$ cat src/rtl/weather_pkg.sv
// Shared definitions for the weather alert unit: alert states, level codes and helpers.
package weather_pkg;

    typedef enum logic [1:0] {
        ST_NORMAL    = 2'd0,
        ST_CAUTION   = 2'd1,
        ST_SEVERE    = 2'd2,
        ST_EMERGENCY = 2'd3
    } alert_state_t;

    localparam logic [1:0] LVL_CLEAR     = 2'd0;
    localparam logic [1:0] LVL_CAUTION   = 2'd1;
    localparam logic [1:0] LVL_SEVERE    = 2'd2;
    localparam logic [1:0] LVL_EMERGENCY = 2'd3;

    function automatic int max_int(input int a, input int b);
        return (a > b) ? a : b;
    endfunction

endpackage

$ cat src/rtl/weather_classifier.sv
// Combinational severity classifier: maps raw weather readings to a 0..3 level.
module weather_classifier
    import weather_pkg::*;
#(
    parameter int WIND_W = 6,
    parameter int TEMP_W = 8,
    parameter int W_CAU  = 10,
    parameter int W_SEV  = 15,
    parameter int W_EMG  = 20,
    parameter int T_SEV  = 35,
    parameter int T_EMG  = 40
) (
    input  logic                     thunderstorm,
    input  logic [WIND_W-1:0]        wind,
    input  logic [1:0]               visibility,
    input  logic signed [TEMP_W-1:0] temperature,
    output logic [1:0]               level
);

    localparam logic [WIND_W-1:0]        W_CAU_V = WIND_W'(W_CAU);
    localparam logic [WIND_W-1:0]        W_SEV_V = WIND_W'(W_SEV);
    localparam logic [WIND_W-1:0]        W_EMG_V = WIND_W'(W_EMG);
    localparam logic signed [TEMP_W-1:0] T_SEV_P = TEMP_W'(T_SEV);
    localparam logic signed [TEMP_W-1:0] T_SEV_N = TEMP_W'(-T_SEV);
    localparam logic signed [TEMP_W-1:0] T_EMG_P = TEMP_W'(T_EMG);
    localparam logic signed [TEMP_W-1:0] T_EMG_N = TEMP_W'(-T_EMG);

    logic hit_emg;
    logic hit_sev;
    logic hit_cau;

    // strict comparisons: a reading exactly on a threshold stays in the lower level
    assign hit_emg = (temperature < T_EMG_N) || (temperature > T_EMG_P) || (wind > W_EMG_V);
    assign hit_sev = thunderstorm || (temperature < T_SEV_N) || (temperature > T_SEV_P)
                  || (wind > W_SEV_V) || (visibility == 2'd3);
    assign hit_cau = (wind > W_CAU_V) || (visibility == 2'd1) || (visibility == 2'd2);

    always_comb begin
        level = LVL_CLEAR;
        if (hit_emg) begin
            level = LVL_EMERGENCY;
        end else if (hit_sev) begin
            level = LVL_SEVERE;
        end else if (hit_cau) begin
            level = LVL_CAUTION;
        end
    end

endmodule

$ cat src/rtl/weather_alert_unit.sv
// Weather alert state machine with escalation/de-escalation hysteresis and
// pilot-acknowledged exit from EMERGENCY.
module weather_alert_unit
    import weather_pkg::*;
#(
    parameter int WIND_W   = 6,
    parameter int TEMP_W   = 8,
    parameter int W_CAU    = 10,
    parameter int W_SEV    = 15,
    parameter int W_EMG    = 20,
    parameter int T_SEV    = 35,
    parameter int T_EMG    = 40,
    parameter int ESC_HOLD = 2,
    parameter int CLR_HOLD = 4,
    parameter int CNT_W    = 8
) (
    input  logic                     CLK,
    input  logic                     RST,
    input  logic                     thunderstorm,
    input  logic [WIND_W-1:0]        wind,
    input  logic [1:0]               visibility,
    input  logic signed [TEMP_W-1:0] temperature,
    input  logic                     ack,
    output logic                     severe_weather,
    output logic                     emergency_landing_alert,
    output logic [1:0]               alert_state,
    output logic [CNT_W-1:0]         emergency_count
);

    localparam int HOLD_MAX = max_int(ESC_HOLD, CLR_HOLD);
    localparam int HOLD_W   = $clog2(HOLD_MAX + 1);

    typedef logic [HOLD_W-1:0] hold_t;

    localparam hold_t ESC_LIM  = hold_t'(ESC_HOLD);
    localparam hold_t CLR_LIM  = hold_t'(CLR_HOLD);
    localparam hold_t HOLD_SAT = hold_t'(HOLD_MAX);

    alert_state_t     state_reg, state_next;
    hold_t            hold_reg, hold_next;
    logic             dir_reg, dir_next;
    logic [CNT_W-1:0] count_reg, count_next;
    logic             severe_reg, severe_next;
    logic             emerg_reg, emerg_next;

    logic [1:0] level;
    logic       want_esc;
    logic       want_clr;
    hold_t      run_len;

    weather_classifier #(
        .WIND_W (WIND_W),
        .TEMP_W (TEMP_W),
        .W_CAU  (W_CAU),
        .W_SEV  (W_SEV),
        .W_EMG  (W_EMG),
        .T_SEV  (T_SEV),
        .T_EMG  (T_EMG)
    ) u_classifier (
        .thunderstorm (thunderstorm),
        .wind         (wind),
        .visibility   (visibility),
        .temperature  (temperature),
        .level        (level)
    );

    assign want_esc = (level > state_reg);
    assign want_clr = (level < state_reg);

    // Length of the current run including this cycle; a reversal restarts at 1.
    // Saturates so a long de-escalation run in EMERGENCY never wraps.
    always_comb begin
        run_len = '0;
        if (want_esc || want_clr) begin
            if ((hold_reg != '0) && (dir_reg == want_esc)) begin
                run_len = (hold_reg == HOLD_SAT) ? HOLD_SAT : hold_reg + hold_t'(1);
            end else begin
                run_len = hold_t'(1);
            end
        end
    end

    // State register
    always_ff @(posedge CLK or posedge RST) begin
        if (RST) begin
            state_reg  <= ST_NORMAL;
            hold_reg   <= '0;
            dir_reg    <= 1'b0;
            count_reg  <= '0;
            severe_reg <= 1'b0;
            emerg_reg  <= 1'b0;
        end else begin
            state_reg  <= state_next;
            hold_reg   <= hold_next;
            dir_reg    <= dir_next;
            count_reg  <= count_next;
            severe_reg <= severe_next;
            emerg_reg  <= emerg_next;
        end
    end

    // Next-state logic
    always_comb begin
        state_next = state_reg;
        dir_next   = (want_esc || want_clr) ? want_esc : dir_reg;
        hold_next  = run_len;
        if (state_reg == ST_EMERGENCY) begin
            // only an acknowledged, sufficiently calm cycle leaves EMERGENCY
            if (ack && (level <= LVL_CAUTION)) begin
                state_next = ST_CAUTION;
            end
        end else if (want_esc && (run_len >= ESC_LIM)) begin
            state_next = alert_state_t'(level);
        end else if (want_clr && (run_len >= CLR_LIM)) begin
            state_next = alert_state_t'(state_reg - 2'd1);
        end
        if (state_next != state_reg) begin
            hold_next = '0;
        end
    end

    // Output logic: registered outputs follow the state being entered
    always_comb begin
        severe_next = (state_next >= ST_SEVERE);
        emerg_next  = (state_next == ST_EMERGENCY);
        count_next  = count_reg;
        if ((state_next == ST_EMERGENCY) && (state_reg != ST_EMERGENCY) && (count_reg != '1)) begin
            count_next = count_reg + CNT_W'(1);
        end
    end

    assign alert_state             = state_reg;
    assign severe_weather          = severe_reg;
    assign emergency_landing_alert = emerg_reg;
    assign emergency_count         = count_reg;

endmodule
$ cat config.mk
export PLATFORM = sky130hd
export DESIGN_NAME = weather_alert_unit
export DESIGN_NICKNAME = d
export VERILOG_FILES = /design/src/rtl/weather_pkg.sv /design/src/rtl/weather_classifier.sv /design/src/rtl/weather_alert_unit.sv
export SDC_FILE = /design/constraint.sdc
export NUM_CORES = 1
export LEC_CHECK = 0
export CORE_MARGIN = 1
export CORE_UTILIZATION = 45
export CTS_BUF_LIST = sky130_fd_sc_hd__clkbuf_4 sky130_fd_sc_hd__clkbuf_8
export DETAILED_ROUTE_END_ITERATION = 16
export PLACE_DENSITY = 0.78
export SYNTH_ARGS = -nofsm -noshare
export SYNTH_HDL_FRONTEND = slang
export SYNTH_SLANG_ARGS = --single-unit
$ cat constraint.sdc
create_clock -name CLK -period 2.33 [get_ports CLK]
set_clock_uncertainty 0.1 [all_clocks]
set_input_delay 0.233 -clock CLK [delete_from_list [all_inputs] [get_ports CLK]]
set_output_delay 0.233 -clock CLK [all_outputs]
set_load 0.05 [all_outputs]
# [Yosys cells after proc, flatten, opt, wreduce, memory -nomap -nowiden]
# Index checks and enable logic that the tools add are counted.
[op_classes] n_addsub=3 mul=0 div=0 n_lt_le_gt_ge=13 n_eq_ne=10 n_shift=0 muxes=11 bitwise_logic=0 reduce_logical=16
[ops] operator="8-bit by 7-bit greater-than comparator with 1-bit output, second input constant" n=2
[ops] operator="8-bit by 7-bit less-than comparator with 1-bit output, second input constant" n=2
[ops] operator="6-bit by 4-bit greater-than comparator with 1-bit output, second input constant" n=2
[ops] operator="2-bit 2-to-1 mux" n=6
[ops] operator="3-bit 2-to-1 mux" n=4
[ops] operator="1-bit logical OR" n=9
[ops] operator="8-bit by 1-bit adder with 8-bit output, second input constant" n=1
[ops] operator="2-bit equality test, second input constant" n=4
[ops] operator="8-bit inequality test, second input constant" n=1
[ops] operator="6-bit by 5-bit greater-than comparator with 1-bit output, second input constant" n=1
[ops] operator="1-bit logical AND" n=6
[ops] operator="3-bit by 1-bit adder with 3-bit output, second input constant" n=1
[ops] operator="3-bit equality test, second input constant" n=1
[ops] operator="3-bit by 2-bit >= comparator with 1-bit output, second input constant" n=1
[ops] operator="3-bit >= comparator, second input constant" n=1
[ops] operator="3-bit nonzero test" n=1
[ops] operator="2-bit by 1-bit equality test with 1-bit output, second input constant" n=1
[ops] operator="2-bit >= comparator, second input constant" n=1
[ops] operator="2-bit greater-than comparator" n=1
[ops] operator="2-bit by 1-bit less-or-equal comparator with 1-bit output, second input constant" n=1
[ops] operator="2-bit less-than comparator" n=1
[ops] operator="2-bit inequality test" n=1
[ops] operator="2-bit inequality test, second input constant" n=1
[ops] operator="2-bit by 1-bit subtractor with 2-bit output, second input constant" n=1
[ops] operator="other kinds (2)" n=2
[totals] reg_bits=16 latch_bits=0 ramBits=0 rom_bits=0 out_inout_bits=12 memories=0

# [Logic depth before layout (Yosys ltp)]
# Gate-level depths: netlist (run 1).
[depth] word_depth=20 mapped_depth=13 mapped_depth_nobuf=12

# [Modules after synthesis]
# Synthesis (run 1) repeated with hierarchy kept, for this count alone.
[hier_totals] cells_unflattened=127 hier_area_um2=1164.9
[by_module_without_submodules] mod="weather_alert_unit" instances=1 cells_each=107 area_per_inst_um2=1037.2
[by_module_without_submodules] mod="weather_classifier" instances=1 cells_each=20 area_per_inst_um2=127.6

# [Worst setup path after synthesis (run 1)]
# No wires, ideal clock.
[synth_timing] path_type="input to register" start="in visibility[1]" end="reg count_reg[7], in the netlist emergency_count[7]" setup_time_ns=0.082 t_arrival_ns=2.815 required_time_ns=2.148 setup_slack_ns=-0.666 cell_stages=13 n_path_buf=1 path_cell_list="a2111o_1 a31oi_1 and3_2 inv_2 ha_1 nor2b_4 or3_4 o21ai_2 a31oi_1 a311o_1 buf_6 nor3_4 xor2_1"
[synth_via] elab_chain_cells=19 elab_cells_between_ends=29
[synth_rtl] element="start, declared" line="weather_alert_unit.sv:21" source="input logic [1:0] visibility,"
[synth_rtl] element="2-bit by 1-bit equality test with 1-bit output" line="weather_classifier.sv:36" source="assign hit_cau = (wind > W_CAU_V) || (visibility == 2'd1) || (visibility == 2'd2);"
[synth_rtl] element="1-bit logical OR (2 in a row)" line="weather_classifier.sv:36"
[synth_rtl] element="1-bit 2-to-1 mux" line="weather_classifier.sv:44" source="end else if (hit_cau) begin"
[synth_rtl] element="2-bit 2-to-1 mux (*)" line="weather_classifier.sv:42" source="end else if (hit_sev) begin"
[synth_rtl] element="2-bit 2-to-1 mux (*)" line="weather_classifier.sv:40" source="if (hit_emg) begin"
[synth_rtl] element="2-bit greater-than comparator" line="weather_alert_unit.sv:67" source="assign want_esc = (level > state_reg);"
[synth_rtl] element="1-bit equality test" line="weather_alert_unit.sv:75" source="if ((hold_reg != '0) && (dir_reg == want_esc)) begin"
[synth_rtl] element="1-bit logical AND" line="weather_alert_unit.sv:75"
[synth_rtl] element="3-bit 2-to-1 mux" line="weather_alert_unit.sv:75"
[synth_rtl] element="3-bit 2-to-1 mux" line="weather_alert_unit.sv:74" source="if (want_esc || want_clr) begin"
[synth_rtl] element="3-bit >= comparator" line="weather_alert_unit.sv:114" source="end else if (want_clr && (run_len >= CLR_LIM)) begin"
[synth_rtl] element="1-bit logical AND" line="weather_alert_unit.sv:114"
[synth_rtl] element="2-bit 2-to-1 mux" line="weather_alert_unit.sv:114"
[synth_rtl] element="2-bit 2-to-1 mux" line="weather_alert_unit.sv:112" source="end else if (want_esc && (run_len >= ESC_LIM)) begin"
[synth_rtl] element="2-bit 2-to-1 mux (*)" line="weather_alert_unit.sv:107" source="if (state_reg == ST_EMERGENCY) begin"
[synth_rtl] element="2-bit equality test (*)" line="weather_alert_unit.sv:127" source="if ((state_next == ST_EMERGENCY) && (state_reg != ST_EMERGENCY) && (count_reg != '1)) begin"
[synth_rtl] element="1-bit logical AND (*) (2 in a row)" line="weather_alert_unit.sv:127"
[synth_rtl] element="end signal, assigned" line="weather_alert_unit.sv:96" source="count_reg <= count_next;"
[synth_rtl] element="end, declared" line="weather_alert_unit.sv:42" source="logic [CNT_W-1:0] count_reg, count_next;"
# Mark *: on every way between the ends. The rest lies on a longest branch, timed or not.
# A chain may end at the register's enable or synchronous reset.

# [Worst setup path after layout (run 1)]
[layout_timing] start="in visibility[0]" end="reg count_reg[1], in the netlist emergency_count[1]"
# The elaborated chain is that of the path after synthesis.

==> results.md, run 1 <==
Cells and area:
- The number of nets in the layout is 236.
- The top cell types in the final layout, fill and taps aside, are sky130_fd_sc_hd__buf_4 (39), sky130_fd_sc_hd__dfrtp_1 (16), sky130_fd_sc_hd__clkdlybuf4s50_1 (16), sky130_fd_sc_hd__buf_6 (8).
- The layout has 115 filler cells.
- The antenna diode count is 0.
- In the final layout, the share of cells above drive strength 1 is 50.72%.
- Leaving out fill and tap cells, the most frequent cell in the layout is sky130_fd_sc_hd__buf_4.
- The final core utilization is 87.19%.
- For this run, the number of standard cells in the final layout without fillers is 239.
- Relative to the synthesized area, the layout overhead comes to 82.22%.
- The register with the most flip-flops in the layout has 8 of them.

Critical path:
- The arrival time of data at the critical path endpoint is 3100 ps.
- STA puts the critical path data required time at 2410 ps.
- Along the worst path, the maximum fanout reaches 4.
- Across all register-to-register paths, the minimum setup slack is -370 ps.
- The peak per-stage delay on the critical path is 380 ps.
- Traced cell by cell, the critical path runs through buf_6 -> a2111o_1 -> a31oi_1 -> and3_4 -> inv_4 -> ha_4 -> nor2b_4 -> buf_4 -> nor3_2 -> nand3_1 -> a31oi_1 -> a311o_1 -> buf_4 -> mux2_4.
- By startpoint and endpoint, the worst setup path is classified as primary input to register.
- The category of the worst setup path capture point is a register.
- The category of the worst setup path launch point is a primary input.
- The slowest cell on the critical path is sky130_fd_sc_hd__a2111o_1.

Timing:
- Setup violations remaining at the end of the flow were counted as 15.
- The number of hold-slack violations in the final timing report is 0.
- The final-report max-slew violation count is 0.
- The share of the clock period used by the worst path after layout is 129.4%.
- Derived from the worst setup path, the maximum achievable clock frequency is 0.3315 GHz.
- Setup slack on the critical path of the routed design comes to -686.2 ps.
- The shortest period the worst path allows is 3016 ps.
- The tightest hold path in the finished design has a slack of 198.2 ps.
- At the pin with the least slew margin, the transition time is 621.2 ps.
- Setup repair after global routing could not meet its margin everywhere.
- Measured against its own limit, the worst slew margin works out to 58.54%.

Synth:
- The arithmetic-cell share of the synthesized area counting full adders, half adders and majority gates is 6.276%.
- The sequential fraction of the synthesis area is 33.47%.
- The multiplexer area fraction after synthesis is 3.138%.
- The total of warnings raised by yosys is 0.
- The mapped netlist covers 0.001196 mm^2.
- By area, the combinational part of the netlist is dominated by simple AND/OR/NAND/NOR gates.
- The most used flip-flop cell after synthesis is sky130_fd_sc_hd__dfrtp_1.
- The count of different cell masters after synthesis is 50.
- The proportion of synthesized flip-flops having asynchronous set or reset is 100.0%.
- Averaged over all synthesized cells, the footprint is 9.201 um^2.
- The xor/xnor cell area share of the yosys netlist is 5.858%.
- The synthesized netlist devotes 28.24% of its cell area to simple gates.
- The post-synthesis register bit count is 16.
- The number of cells produced by synthesis is 130.
- The synthesized netlist net count is 156.
- The count of flip-flops with a built-in enable after synthesis is 0.
- Summing the areas of all compound-gate instances in the mapped netlist gives 19.25% of the synthesized area.

Routing:
- The detailed route wirelength on metal2 is 2283 um.
- In this run the remaining antenna-violating nets after routing total 0.
- Routed signal wires occupy layers up through met4.
- The final routed DRC violation total is 0.
- The via-per-instance ratio is 5.962.
- The detailed route wirelength on metal3 is 230 um.
- The detailed router finished its first iteration with 51 violations.
- Wires add up to 4554 um.
- The number of iterations in the first detailed-routing pass is 4.
- In the final routed layout, each cell accounts on average for 19.05 um.
- The detailed router put a total of 1944 um of wire on met1.
- The final route contains 1,425 vias.

Clocking:
- The TritonCTS clock tree is built.
- In this run the number of H-tree levels came out at 1.
- The number of buffers on the longest clock path is 2.
- Buffers inserted to repair hold after CTS numbered 0.
- The cell chosen for the clock root is sky130_fd_sc_hd__clkbuf_4.
- The clock buffer count from CTS is 3.
- At the later pin of the worst-skew pair, clock insertion delay measures 300 ps.
- The clock transition at the registers of the reported paths is 100 ps.
- The total clock sinks is 16.

Place:
- The quantity of I/O buffers inserted on ports is 31.
- The routability congestion estimate is 0.9277.
- The number of placed cells counting well taps is 220.
- The worst slack after detailed placement is -1174 ps.
- The total half-perimeter wirelength after legalization and detailed placement is 2717 um.

Power and ir drop:
- The power density over the cells is 1221 mW/mm^2.
- The leakage power total is 0.9543 nW.
- The highest ir drop seen on vdd is 0.001273 V.

Die:
- The initialized floorplan defines 18 standard-cell rows.
- The floorplan step defined a die boundary enclosing 0.002868 mm^2.
- The starting density of the core is 47.85%.
- The die extent in y is 53.56 um.
- The die span in x is 53.56 um.
- The total I/O pin count is 32.
- The floorplan step defined a core boundary enclosing 0.002500 mm^2.

Global route:
- The maximum number of pins on one net before global-route repair is 17.
- The number of global-route vias before repair was 1,307.
- Global routing finished with a remaining overflow of 0.
- The first global-routing pass estimated 6196 um of wire.
- The overall fraction of global-route tracks in use is 30.58%.
- The initial antenna violation count is 0.

Run status:
- The run finished, with violations left.
- The final reports fail on setup timing.

Run:
- The number of max-capacitance violations reported is 0.

Hold path:
- The path class of the tightest hold or removal check is primary input to async pin.
## cells in the mapped netlist (2+ instances only)
| library cell | n | area [um^2] |
|---|---|---|
| sky130_fd_sc_hd__o21ai_0 | 6 | 30.03 |
| sky130_fd_sc_hd__dfrtp_1 | 16 | 400.4 |
| sky130_fd_sc_hd__a31oi_1 | 4 | 25.02 |
| sky130_fd_sc_hd__o211ai_1 | 2 | 15.01 |
| sky130_fd_sc_hd__and3_1 | 2 | 12.51 |
| sky130_fd_sc_hd__xnor2_1 | 2 | 17.52 |
| sky130_fd_sc_hd__nor3b_1 | 3 | 22.52 |
| sky130_fd_sc_hd__nor3_1 | 3 | 15.01 |
| sky130_fd_sc_hd__a31o_2 | 2 | 17.52 |
| sky130_fd_sc_hd__ha_1 | 6 | 75.07 |
| sky130_fd_sc_hd__nor4b_1 | 2 | 17.52 |
| sky130_fd_sc_hd__o31ai_1 | 2 | 15.01 |
| sky130_fd_sc_hd__nor2_1 | 9 | 33.78 |
| sky130_fd_sc_hd__nand2_1 | 9 | 33.78 |
| sky130_fd_sc_hd__nand3_1 | 7 | 35.03 |
| sky130_fd_sc_hd__nor4_1 | 4 | 25.02 |
| sky130_fd_sc_hd__nor2b_1 | 3 | 18.77 |
| sky130_fd_sc_hd__mux2_2 | 2 | 22.52 |
| sky130_fd_sc_hd__a21oi_1 | 4 | 20.02 |
| sky130_fd_sc_hd__xor2_1 | 6 | 52.55 |
| sky130_fd_sc_hd__inv_1 | 7 | 26.28 |
## repair_timing
action | 4_1_cts | 5_1_grt
resized for setup | 68 | 18
endpoints found under the setup margin | 15 | 15
buffers inserted | 9 | 6
pin swaps | 22 | 10
## kinds of logic (layout without fill, tap and decap cells)
kind of cell             after synthesis  after routing
AO/OA/AOI/OAI                         32             32
XOR/XNOR                               8              8
adder cells (fa/ha/maj)                6              6
buffers and inverters                 10             89
flip-flops                            16             16
multiplexers                           3              3
AND/OR/NAND/NOR                       55             55
## critical path: cells and delay by family
family	cells	cell delay, ps
multiplexers	1	290
buffers and inverters	4	430
AND/OR/NAND/NOR	4	790
adder cells (fa/ha/maj)	1	240
AO/OA/AOI/OAI	4	1090
## through the flow
stage	power [mW]	area, um^2	TNS (ps)
after detailed placement	1.983	1808	-15860
final	2.662	2180	-7872
after floorplan	1.451	1242	-6493
after CTS	2.441	2043	-6425
after global placement	1.930	1808	-14880
after global routing	2.794	2180	-8676
## final cells by class
| type | count | area, um^2 | share of cell area [%] |
|---|---|---|---|
| clock buffers | 4 | 36.28 | 1.665 |
| inverters | 8 | 32.53 | 1.493 |
| multi-input cells | 104 | 1018 | 46.73 |
| flip-flops and latches | 16 | 400.4 | 18.37 |
| well taps | 30 | 37.54 | 1.722 |
| repair buffers | 77 | 654.4 | 30.02 |
## where the power goes
part / leakage (nW) / internal [mW] / switching, mW / total [mW]
clock network: 0.0210 / 0.0953 / 0.0941 / 0.189
registers: 0.199 / 0.385 / 0.126 / 0.510
logic: 0.734 / 0.908 / 1.05 / 1.96
## worst paths after layout
kind	startpoint	endpoint	cells after the start
max	visibility[0]	emergency_count[1]$_DFFE_PP0P_	14
min	RST	emergency_count[6]$_DFFE_PP0P_	2
max reg2reg	alert_state[1]$_DFF_PP0_	emergency_count[1]$_DFFE_PP0P_	10
min reg2reg	emergency_count[4]$_DFFE_PP0P_	emergency_count[4]$_DFFE_PP0P_	1
max in group asynchronous	RST	emergency_landing_alert$_DFF_PP0_	2
min in group CLK	emergency_count[4]$_DFFE_PP0P_	emergency_count[4]$_DFFE_PP0P_	1
## layer usage
layer	vias up	track usage, %
met1	705	37.48
met5	-	0
met2	65	52.92
met3	16	7.345
met4	0	8.772
li1	639	-
No activity file was read; power rests on OpenSTA's default activity.
==> run 2: changes to the inputs <==
- RECOVER_POWER: default -> 100
==> run 2 against run 1 <==
Against the previous run:
- final cell count unchanged
- the run still ends with setup timing left
- die area stayed put
- highest routed layer unchanged
- first-iteration DRC count unchanged
- sequential share of layout area is the same
==> results.md, run 2 (synthesized netlist as in run 1, its figures left out) <==
Timing:
- The number of hold-slack violations in the final timing report came to 0 (unchanged).
- The count of final setup violators is 15 (unchanged).
- The tightest hold margin is 337.5 ps (was 198.2 ps).
- The share of the clock period used by the worst path after layout is 131.5% (was 129.4%).
- The maximum clock rate is 0.3265 GHz (was 0.3315 GHz).
- The least setup slack across all paths after layout came to -733.2 ps (was -686.2 ps).
- Setup repair after global routing missed its margin: yes (unchanged).
- The measured slew at the worst slew-check pin came to 626.5 ps (was 621.2 ps).
- The shortest period the worst path allows is 3063 ps (was 3016 ps).
- The setup TNS is -8156 ps (was -7872 ps).
- The normalized max-slew margin is 58.19% (was 58.54%).
- The final-report max-slew violation count is 0 (unchanged).

Run status:
- Violated checks: setup timing (unchanged).
- Run status: finished, violations left (unchanged).

Hold path:
- The class of the tightest hold or removal check is primary input to async pin (unchanged).

Routing:
- The total via count after detailed routing is 1,409 (was 1,425).
- The number of nets with antenna violations after routing is 0 (unchanged).
- The via-per-instance ratio is 5.895 (was 5.962).
- The number of DRC markers after the initial detailed-route iteration is 51 (unchanged).
- The final routed DRC violation total is 0 (unchanged).
- The total wire length was 4599 um (was 4554 um).
- The number of iterations in the first detailed-routing pass is 4 (unchanged).
- The average wire per cell in the routed design is 19.24 um (was 19.05 um).

Place:
- The instance area at placement was 0.001808 mm^2 (unchanged).
- The routability congestion estimate was 0.9277 (unchanged).
- The total half-perimeter wirelength after legalization and detailed placement is 2717 um (unchanged).
- The quantity of I/O buffers inserted on ports is 31 (unchanged).

Critical path:
- The register-to-register setup slack came to -410 ps (was -370 ps).
- The cell depth of the worst flop-to-flop path was 10 (unchanged).
- The required time reported for the critical path endpoint is 2410 ps (about the same).
- The slowest cell on the critical path is sky130_fd_sc_hd__a2111o_1 (unchanged).
- The largest fanout on the critical path is 4 (unchanged).
- The reg-to-reg critical path startpoint is alert_state[1]$_DFF_PP0_ (unchanged).
- The category of the worst setup path capture point is a register (unchanged).
- The terminus of the critical flop-to-flop path was emergency_count[1]$_DFFE_PP0P_ (unchanged).
- The peak per-stage delay on the critical path is 380 ps (about the same).
- The category of the worst setup path launch point is a primary input (unchanged).
- The startpoint-to-endpoint class of the critical path was primary input to register (unchanged).
- The arrival time of data at the critical path endpoint is 3150 ps (was 3100 ps).
- CP cell instances: buf_6 -> a2111o_1 -> a31oi_1 -> and3_4 -> inv_4 -> ha_4 -> nor2b_4 -> buf_4 -> nor3_2 -> nand3_1 -> a31oi_1 -> a311o_1 -> buf_4 -> mux2_4 (unchanged).

Global route:
- The met1 layer usage reported by global route is 37.48% (unchanged).
- The overall fraction of global-route tracks in use is 30.58% (unchanged).
- The maximum number of pins on one net before global-route repair came to 17 (unchanged).
- The global-route met3 utilization is 7.345% (unchanged).
- The met2 capacity usage during global routing is 52.92% (unchanged).
- The initial antenna violation count is 0 (unchanged).
- The total congestion overflow after global routing is 0 (unchanged).
- The number of global-route vias before repair is 1,307 (unchanged).
- The first-pass GRT wire length is 6196 um (unchanged).
- The busiest layer in global routing is met2 (unchanged).

Clocking:
- The number of buffers on the longest clock path was 2 (unchanged).
- The clock transition at the registers of the reported paths is 100 ps (about the same).
- The TritonCTS clock tree is built (unchanged).
- The deepest level of the CTS H-tree is 1 (unchanged).
- The hold buffer count at cts is 0 (unchanged).
- The cell chosen for the clock root is sky130_fd_sc_hd__clkbuf_4 (unchanged).
- The total clock sinks was 16 (unchanged).
- The clock buffer count from CTS is 3 (unchanged).
- The clock insertion delay at the later pin of the skew report is 300 ps (about the same).

Power and ir drop:
- The power after layout is 2.662 mW (about the same).
- The highest ir drop seen on vdd is 0.001273 V (about the same).
- The leakage power total was 0.9559 nW (was 0.9543 nW).
- The power density over the cells is 1221 mW/mm^2 (about the same).

Cells and area:
- The most frequent standard cell in the layout excluding fill and tap cells is sky130_fd_sc_hd__buf_4 (unchanged).
- The flip-flop count of the largest register after layout is 8 (unchanged).
- The design area is 0.002180 mm^2 (unchanged).
- The share of cells above drive strength 1 is 50.72% (unchanged).
- Highest-count cells in the layout ignoring fill and taps: sky130_fd_sc_hd__buf_4 (39), sky130_fd_sc_hd__dfrtp_1 (16), sky130_fd_sc_hd__clkdlybuf4s50_1 (14), sky130_fd_sc_hd__buf_6 (8) (was sky130_fd_sc_hd__buf_4 (39), sky130_fd_sc_hd__dfrtp_1 (16), sky130_fd_sc_hd__clkdlybuf4s50_1 (16), sky130_fd_sc_hd__buf_6 (8)).
- The signed area change from the synthesized netlist to the final layout is 82.22% (unchanged).
- The number of nets in the layout is 236 (unchanged).
- The number of inserted filler cells in the final layout is 115 (unchanged).
- The antenna diode count is 0 (unchanged).

Die:
- The full die area came to 0.002868 mm^2 (unchanged).
- The standard-cell row count is 18 (unchanged).
- The core box area was 0.002500 mm^2 (unchanged).
- The starting density of the core is 47.85% (unchanged).
- The die span in x is 53.56 um (unchanged).
- The total I/O pin count was 32 (unchanged).
- The die extent in y is 53.56 um (unchanged).

Run:
- The number of max-capacitance violations reported is 0 (unchanged).
## run 2: changes by cell type in the layout (fill, tap and decap cells not counted), sizes merged
| cell | change |
|---|---|
| clkdlybuf4s50 | -2 |
| dlygate4sd3 | +2 |
## run 2: layer usage
layer | up-vias | routed length [um]
met2 | 56 | 2343
met4 | 0 | 55
met5 | - | 0
met3 | 9 | 192
met1 | 706 | 2008
li1 | 638 | -
## run 2: how the worst max path moves through the flow
| stage | from | end | slack, ps | cells past startpoint |
|---|---|---|---|---|
| after floorplan | visibility[1] | emergency_count[1]$_DFFE_PP0P_ | -570 | 12 |
| after global placement | temperature[0] | emergency_count[3]$_DFFE_PP0P_ | -1100 | 14 |
| after detailed placement | visibility[1] | emergency_count[3]$_DFFE_PP0P_ | -1170 | 14 |
| after CTS | visibility[0] | emergency_count[1]$_DFFE_PP0P_ | -550 | 13 |
| after global routing | temperature[1] | emergency_count[1]$_DFFE_PP0P_ | -710 | 14 |
| final | visibility[0] | emergency_count[1]$_DFFE_PP0P_ | -730 | 14 |
## run 2: report_power, final
part	leakage, nW	internal [mW]	switching, mW
Combinational	0.736	0.905	1.06
Clock	0.0210	0.0953	0.0940
Sequential	0.199	0.385	0.125
Total	0.956	1.38	1.28
## run 2: cell type report
cell class	count	area, um^2	area share [%]
tap	30	37.54	1.722
inverter	8	32.53	1.493
sequential	16	400.4	18.37
clock buffer	4	36.28	1.665
timing repair buffer	77	654.4	30.02
multi-input combinational	104	1018	46.73
## run 2: per-stage QoR
step	setup WS (ps)	util, %	instances
2_1_floorplan	-570.3	-	130
3_3_place_gp	-1095	72.32	220
3_5_place_dp	-1174	72.32	220
4_1_cts	-549.2	81.73	233
5_1_grt	-706.8	87.19	239
6_report	-733.2	87.19	239
## run 2: critical path, delay by kind of cell
kind / cells / cell delay (ps)
buffers and inverters: 4 / 430
multiplexers: 1 / 290
AO/OA/AOI/OAI: 4 / 1140
AND/OR/NAND/NOR: 4 / 790
adder cells (fa/ha/maj): 1 / 240
## run 2: timing repair
action / CTS / global route
gates resized for setup: 68 / 18
pin swaps: 22 / 10
setup endpoints to repair: 15 / 15
setup buffers: 9 / 6
